**src/rtl/pmem_burst_pkg.sv**
```systemverilog
// Shared types and default geometry for the pmem burst adapter.
// Line = BEATS beats of BEAT_WIDTH bits; line addresses are 32-byte aligned.
package pmem_burst_pkg;

   localparam int LINE_WIDTH_DEF = 256;
   localparam int BEAT_WIDTH_DEF = 64;
   localparam int BEATS_DEF      = 4;
   localparam int ADDR_WIDTH_DEF = 32;

   typedef enum logic [1:0] {
      IDLE     = 2'd0,
      RD_BURST = 2'd1,
      WR_BURST = 2'd2,
      RESP     = 2'd3
   } state_t;

   // Beat counter width, kept at least one bit wide for single-beat builds
   function automatic int cnt_width(input int beats);
      return (beats > 1) ? $clog2(beats) : 1;
   endfunction

endpackage

```
**src/rtl/pmem_burst_adapter_line_beat_buffer.sv**
```systemverilog
// line_beat_buffer: line-wide storage split into beats.
// Whole-line load captures the writeback line; single-beat load assembles a
// fill line. beat_out serialises the stored line by beat_sel; line_merged is
// the stored line with the beat at beat_sel replaced by beat_in, so the final
// fill beat can be folded in on the same edge it is acknowledged.
module line_beat_buffer
   import pmem_burst_pkg::*;
#(
   parameter int LINE_WIDTH = LINE_WIDTH_DEF,
   parameter int BEAT_WIDTH = BEAT_WIDTH_DEF,
   parameter int BEATS      = BEATS_DEF,
   parameter int CNT_WIDTH  = cnt_width(BEATS_DEF)
) (
   input  logic                  clk,
   input  logic                  rst_n,
   input  logic                  line_load,
   input  logic [LINE_WIDTH-1:0] line_in,
   input  logic                  beat_load,
   input  logic [CNT_WIDTH-1:0]  beat_sel,
   input  logic [BEAT_WIDTH-1:0] beat_in,
   output logic [BEAT_WIDTH-1:0] beat_out,
   output logic [LINE_WIDTH-1:0] line_merged
);

   logic [BEATS-1:0][BEAT_WIDTH-1:0] beat_q;

   genvar gi;
   generate
      for (gi = 0; gi < BEATS; gi++) begin : g_beat
         logic [BEAT_WIDTH-1:0] beat_reg;
         logic                  hit;

         assign hit = (beat_sel == CNT_WIDTH'(gi));

         // Per-beat storage: full-line capture has priority over beat capture
         always_ff @(posedge clk) begin
            if (!rst_n) begin
               beat_reg <= '0;
            end else if (line_load) begin
               beat_reg <= line_in[gi*BEAT_WIDTH +: BEAT_WIDTH];
            end else if (beat_load && hit) begin
               beat_reg <= beat_in;
            end
         end

         assign beat_q[gi] = beat_reg;
         assign line_merged[gi*BEAT_WIDTH +: BEAT_WIDTH] = hit ? beat_in : beat_reg;
      end
   endgenerate

   assign beat_out = beat_q[beat_sel];

endmodule

```
**src/rtl/pmem_burst_adapter.sv**
```systemverilog
// pmem_burst_adapter: serves L2 line reads/writebacks as BEATS-beat bursts on
// a narrow memory port. Request, address and writeback data are captured in
// IDLE, so L2 input changes during a burst are ignored. Write wins when both
// requests are raised. Optional macro PMEM_BURST_ADAPTER_PERF_EN adds
// completed-transfer counters perf_reads / perf_writes.
module pmem_burst_adapter
   import pmem_burst_pkg::*;
#(
   parameter int LINE_WIDTH = LINE_WIDTH_DEF,
   parameter int BEAT_WIDTH = BEAT_WIDTH_DEF,
   parameter int BEATS      = BEATS_DEF,
   parameter int ADDR_WIDTH = ADDR_WIDTH_DEF
) (
   input  logic                  clk,
   input  logic                  rst_n,
   input  logic                  pmem_read,
   input  logic                  pmem_write,
   input  logic [ADDR_WIDTH-1:0] pmem_address,
   input  logic [LINE_WIDTH-1:0] pmem_wdata,
   output logic [LINE_WIDTH-1:0] pmem_rdata,
   output logic                  pmem_resp,
   output logic                  mem_read,
   output logic                  mem_write,
   output logic [ADDR_WIDTH-1:0] mem_address,
   output logic [BEAT_WIDTH-1:0] mem_wdata,
   input  logic [BEAT_WIDTH-1:0] mem_rdata,
   input  logic                  mem_resp
`ifdef PMEM_BURST_ADAPTER_PERF_EN
   ,
   output logic [31:0]           perf_reads,
   output logic [31:0]           perf_writes
`endif
);

   localparam int CNT_WIDTH   = cnt_width(BEATS);
   localparam int OFFSET_BITS = $clog2(LINE_WIDTH / 8);

   state_t                  state_reg;
   logic [CNT_WIDTH-1:0]    cnt_reg;
   logic                    pmem_resp_reg;
   logic                    mem_read_reg;
   logic                    mem_write_reg;
   logic [ADDR_WIDTH-1:0]   addr_reg;
   logic [LINE_WIDTH-1:0]   rdata_reg;
   logic [LINE_WIDTH-1:0]   line_merged;
   logic                    beat_ack;
   logic                    last_beat;
   logic                    unused_offset_bits;

   // Byte-offset bits of the line address carry no information here
   assign unused_offset_bits = ^pmem_address[OFFSET_BITS-1:0];

   assign beat_ack  = ((state_reg == RD_BURST) || (state_reg == WR_BURST)) && mem_resp;
   assign last_beat = (cnt_reg == CNT_WIDTH'(BEATS - 1));

   line_beat_buffer #(
      .LINE_WIDTH (LINE_WIDTH),
      .BEAT_WIDTH (BEAT_WIDTH),
      .BEATS      (BEATS),
      .CNT_WIDTH  (CNT_WIDTH)
   ) u_buf (
      .clk         (clk),
      .rst_n       (rst_n),
      .line_load   (state_reg == IDLE),
      .line_in     (pmem_wdata),
      .beat_load   (beat_ack && (state_reg == RD_BURST)),
      .beat_sel    (cnt_reg),
      .beat_in     (mem_rdata),
      .beat_out    (mem_wdata),
      .line_merged (line_merged)
   );

   // Transfer sequencer: capture in IDLE, count acked beats, pulse pmem_resp
   always_ff @(posedge clk) begin
      if (!rst_n) begin
         state_reg     <= IDLE;
         cnt_reg       <= '0;
         pmem_resp_reg <= 1'b0;
         mem_read_reg  <= 1'b0;
         mem_write_reg <= 1'b0;
         addr_reg      <= '0;
         rdata_reg     <= '0;
      end else begin
         pmem_resp_reg <= 1'b0;
         case (state_reg)
            IDLE: begin
               addr_reg <= {pmem_address[ADDR_WIDTH-1:OFFSET_BITS], {OFFSET_BITS{1'b0}}};
               if (pmem_write) begin
                  state_reg     <= WR_BURST;
                  mem_write_reg <= 1'b1;
               end else if (pmem_read) begin
                  state_reg    <= RD_BURST;
                  mem_read_reg <= 1'b1;
               end
            end
            RD_BURST, WR_BURST: begin
               if (mem_resp) begin
                  if (last_beat) begin
                     state_reg     <= RESP;
                     cnt_reg       <= '0;
                     mem_read_reg  <= 1'b0;
                     mem_write_reg <= 1'b0;
                     pmem_resp_reg <= 1'b1;
                     if (state_reg == RD_BURST) begin
                        rdata_reg <= line_merged;
                     end
                  end else begin
                     cnt_reg <= cnt_reg + CNT_WIDTH'(1);
                  end
               end
            end
            RESP: begin
               state_reg <= IDLE;
            end
            default: begin
               state_reg <= IDLE;
            end
         endcase
      end
   end

   assign pmem_resp   = pmem_resp_reg;
   assign pmem_rdata  = rdata_reg;
   assign mem_read    = mem_read_reg;
   assign mem_write   = mem_write_reg;
   assign mem_address = addr_reg;

`ifdef PMEM_BURST_ADAPTER_PERF_EN
   logic [31:0] perf_reads_reg;
   logic [31:0] perf_writes_reg;

   // Completed-transfer counters, bumped on the edge that enters RESP
   always_ff @(posedge clk) begin
      if (!rst_n) begin
         perf_reads_reg  <= '0;
         perf_writes_reg <= '0;
      end else if (beat_ack && last_beat) begin
         if (state_reg == RD_BURST) begin
            perf_reads_reg <= perf_reads_reg + 32'd1;
         end else begin
            perf_writes_reg <= perf_writes_reg + 32'd1;
         end
      end
   end

   assign perf_reads  = perf_reads_reg;
   assign perf_writes = perf_writes_reg;
`endif

endmodule
```
**config.mk**
```make
export PLATFORM = sky130hd
export DESIGN_NAME = pmem_burst_adapter
export DESIGN_NICKNAME = d
export VERILOG_FILES = /design/src/rtl/pmem_burst_pkg.sv /design/src/rtl/pmem_burst_adapter_line_beat_buffer.sv /design/src/rtl/pmem_burst_adapter.sv
export SDC_FILE = /design/constraint.sdc
export NUM_CORES = 1
export LEC_CHECK = 0
export BUFFER_PORTS_ARGS = -buffer_cell sky130_fd_sc_hd__clkbuf_2
export CAP_MARGIN = 20
export CELL_PAD_IN_SITES_DETAIL_PLACEMENT = 1
export CELL_PAD_IN_SITES_GLOBAL_PLACEMENT = 2
export CORE_ASPECT_RATIO = 0.9
export CORE_MARGIN = 2
export CORE_UTILIZATION = 33
export CTS_BUF_LIST = sky130_fd_sc_hd__clkbuf_8
export DETAILED_ROUTE_END_ITERATION = 8
export GPL_ROUTABILITY_DRIVEN = 0
export HOLD_SLACK_MARGIN = 0.06
export PLACE_DENSITY_LB_ADDON = 0.08
export SYNTH_ARGS = -nofsm -noshare
export SYNTH_HDL_FRONTEND = slang
export SYNTH_SLANG_ARGS = --single-unit
export TNS_END_PERCENT = 50
```
**constraint.sdc**
```tcl
create_clock -name clk -period 2.2 [get_ports clk]
set_clock_uncertainty 0.15 [all_clocks]
set_input_delay 0.44 -clock clk [delete_from_list [all_inputs] [get_ports clk]]
set_output_delay 0.44 -clock clk [all_outputs]
set_load 0.005 [all_outputs]
```
==> flow_metrics.env <==
export IMPL_yosys_register_bits=546
export IMPL_cts_tree="done"
export IMPL_worst_setup_path_start_kind="register"
export IMPL_timing_worst_slew_pin_value_ps=563
export IMPL_max_slew_margin_pct=62.5
export IMPL_hold_class="register to register"
export IMPL_worst_skew_pair_late_latency_ps=700
export IMPL_fin_total_pwr_mw=37.8
export IMPL_cts_made_buffers=99
export IMPL_htreeDepth=3
export IMPL_average_instance_area_after_synthesis_um2=10.0
export IMPL_wl_per_cell_um=24.1
export IMPL_rrSetupSlack_ps=0
export IMPL_netlist_top_cells_area="sky130_fd_sc_hd__dfxtp_1, sky130_fd_sc_hd__mux2i_1, sky130_fd_sc_hd__a211oi_2"
export IMPL_dr_total_vias=23865
export IMPL_cts_max_path_buffers=3
export IMPL_drt_iter0_drc=976
export IMPL_routed_wl_mm=109
export IMPL_clk_pin_slew_worst_paths_ps=60
export IMPL_antenna_violating_nets_post_route=0
export IMPL_final_min_period_over_clock_period_pct=123
export IMPL_grt_ovfl_total=0
export IMPL_fin_setup_tns_ps=-28660
export IMPL_tritoncts_num_sinks=546
export IMPL_finish_cell_count_without_fillers=4540
export IMPL_fillCellCount=8471
export IMPL_synth_top_cell_area_share_pct=43.7
export IMPL_num_rows=95
export IMPL_setup_viol=65
export IMPL_maxSlewViolCount=0
export IMPL_via_count_of_the_first_global_routing_pass=25604
export IMPL_status="complete, but fails checks"
export IMPL_synth_cell_type_count=29
export IMPL_layout_cell_share_with_drive_strength_beyond_1_pct=32.9
export IMPL_synth_yosys_seq_area_share_pct=43.7
export IMPL_drt_drc_violations_left=0
export IMPL_drtPass1Iterations=5
export IMPL_grt_first_pass_wirelength_mm=162
export IMPL_failed_checks="setup timing"
export IMPL_setup_slack_ps=-508
export IMPL_power_density_nw_per_um2=1070
export IMPL_timing_critical_path_fanout_max=4
export IMPL_grt_setup_unrepaired="true"
export IMPL_antenna_found_initial=11
export IMPL_dieHeight_um=265
export IMPL_cp_data_required_time_ps=1610
export IMPL_initial_core_util_pct=33.4
export IMPL_globalRouteTotalUtil_pct=27.2
export IMPL_path_class="register to primary output"
export IMPL_floorplan_die_area_um2=78000
export IMPL_grt_max_degree=75
export IMPL_maxCapViolCount=0
export IMPL_post_drt_via_cell_ratio=5.26
export IMPL_mostFrequentLayoutCells="sky130_fd_sc_hd__clkbuf_2, sky130_fd_sc_hd__dfxtp_1, sky130_fd_sc_hd__mux2i_1"
export IMPL_maxClockFrequency_mhz=369
export IMPL_hpwl_reported_at_the_end_of_detailed_placement_mm=72.4
export IMPL_final_nets=3858
export IMPL_worstSetupEndpointType="primary output"
export IMPL_netlist_area_um2=25000
export IMPL_core_region_area_um2=74900
export IMPL_power_ir_vdd_worst_uv=871
export IMPL_io_pins=712
export IMPL_port_buffers=701
export IMPL_arrival_ps=2120
export IMPL_leakage_nw=15.5
export IMPL_die_width_um=294
export IMPL_post_route_util_pct=47.4
export IMPL_place_inst=3998
export IMPL_cts_root_buf="sky130_fd_sc_hd__clkbuf_8"
export IMPL_synth_largest_area_cell="sky130_fd_sc_hd__dfxtp_1"
export IMPL_layout_cells_most_common="sky130_fd_sc_hd__clkbuf_2"
export IMPL_yosys_warnings=0
export IMPL_syn_inst=2494
export IMPL_areaGrowthSynthToFinish_pct=42.0
export IMPL_min_period_ps=2710
export IMPL_hold_viol=0
## critical path: stages, from the launching register on
cell and delay [ps]:
sky130_fd_sc_hd__dfxtp_4 390, sky130_fd_sc_hd__buf_8 140, sky130_fd_sc_hd__buf_12 110, sky130_fd_sc_hd__buf_16 110
sky130_fd_sc_hd__mux4_2 540, sky130_fd_sc_hd__buf_6 140
## what timing repair did
item	4_1_cts	5_1_grt
buffers inserted	5	4
cloned	4	4
pin swaps	0	3
endpoints found under the setup margin	64	85
hold buffers	351	0
resized for setup	8	32
endpoints found under the hold margin	514	0
## logic make-up (layout without fill, tap and decap cells)
logic type | after synthesis | after routing | synth area share [%]
and+or+nand+nor | 497 | 497 | 7.53
other | 1 | 14 | 0.0150
muxes | 478 | 478 | 22.3
buffers and inverters | 253 | 1316 | 5.58
adders and majority gates | 6 | 6 | 0.300
AOI/OAI and AO/OA | 713 | 713 | 20.5
DFF | 546 | 546 | 43.7
## path summary, 6_finish.rpt
check,from,endpoint,depth (start not counted)
setup reg to reg,cnt_reg[1],u_buf.g_beat[3].beat_reg[11],8
hold reg to reg,pmem_rdata[197],pmem_rdata[197],2
setup / recovery,cnt_reg[1],mem_wdata[60],5
hold / removal,pmem_rdata[197],pmem_rdata[197],2
## synth_stat cells
master                     number
sky130_fd_sc_hd__dfxtp_1      546
sky130_fd_sc_hd__mux2i_1      414
sky130_fd_sc_hd__nor2_1       287
sky130_fd_sc_hd__nand2_1      201
sky130_fd_sc_hd__a21oi_1      195
sky130_fd_sc_hd__o21ai_0      192
sky130_fd_sc_hd__a211oi_2     164
sky130_fd_sc_hd__a211oi_1      92
sky130_fd_sc_hd__buf_2         88
sky130_fd_sc_hd__clkbuf_1      86
sky130_fd_sc_hd__a31oi_1       64
sky130_fd_sc_hd__mux4_2        64
sky130_fd_sc_hd__buf_4         50
sky130_fd_sc_hd__buf_6         18
sky130_fd_sc_hd__ha_1           6
sky130_fd_sc_hd__inv_1          5
sky130_fd_sc_hd__nand3_1        5
sky130_fd_sc_hd__buf_1          4
sky130_fd_sc_hd__o211ai_1       3
sky130_fd_sc_hd__a21o_1         1
sky130_fd_sc_hd__a22oi_1        1
sky130_fd_sc_hd__a31o_2         1
sky130_fd_sc_hd__and3_1         1
sky130_fd_sc_hd__buf_8          1
sky130_fd_sc_hd__conb_1         1
sky130_fd_sc_hd__inv_2          1
sky130_fd_sc_hd__nand2b_1       1
sky130_fd_sc_hd__nand3b_1       1
sky130_fd_sc_hd__nor2b_1        1
## cell type report
cell class | count | area [um^2] | area share, %
diodes | 9 | 22.5 | 0.0635
well taps | 970 | 1210 | 3.42
flip-flops and latches | 546 | 10900 | 30.8
clock buffers | 120 | 1650 | 4.65
clock inverters | 47 | 233 | 0.656
inverters | 6 | 37.5 | 0.106
multi-input cells | 1699 | 12800 | 36.1
repair buffers | 1143 | 8580 | 24.2
## power by group
group / total, mW / internal, mW / switching [mW]
clock network: 9.49 / 5.00 / 4.49
registers: 13.7 / 12.1 / 1.65
logic: 14.6 / 6.33 / 8.30
total: 37.8 / 23.4 / 14.4
## metal layers
| layer | wire length (um) | GRT usage (%) | vias up |
|---|---|---|---|
| li1 | - | - | 11071 |
| met1 | 45400 | 32.8 | 11871 |
| met2 | 53000 | 46.0 | 674 |
| met3 | 5370 | 5.44 | 245 |
| met4 | 5580 | 13.6 | 4 |
| met5 | 27 | 0 | - |
## metrics by stage
step           setup WS [ps]  cell area [um^2]  hold WS [ps]
6_report                -508             35500           307
5_1_grt                 -577             35500           328
4_1_cts                 -598             35300           306
3_5_place_dp             133             29700           299
3_3_place_gp             116             29700           295
2_1_floorplan            134             25000           285
Power figures use the tool's default switching activity.
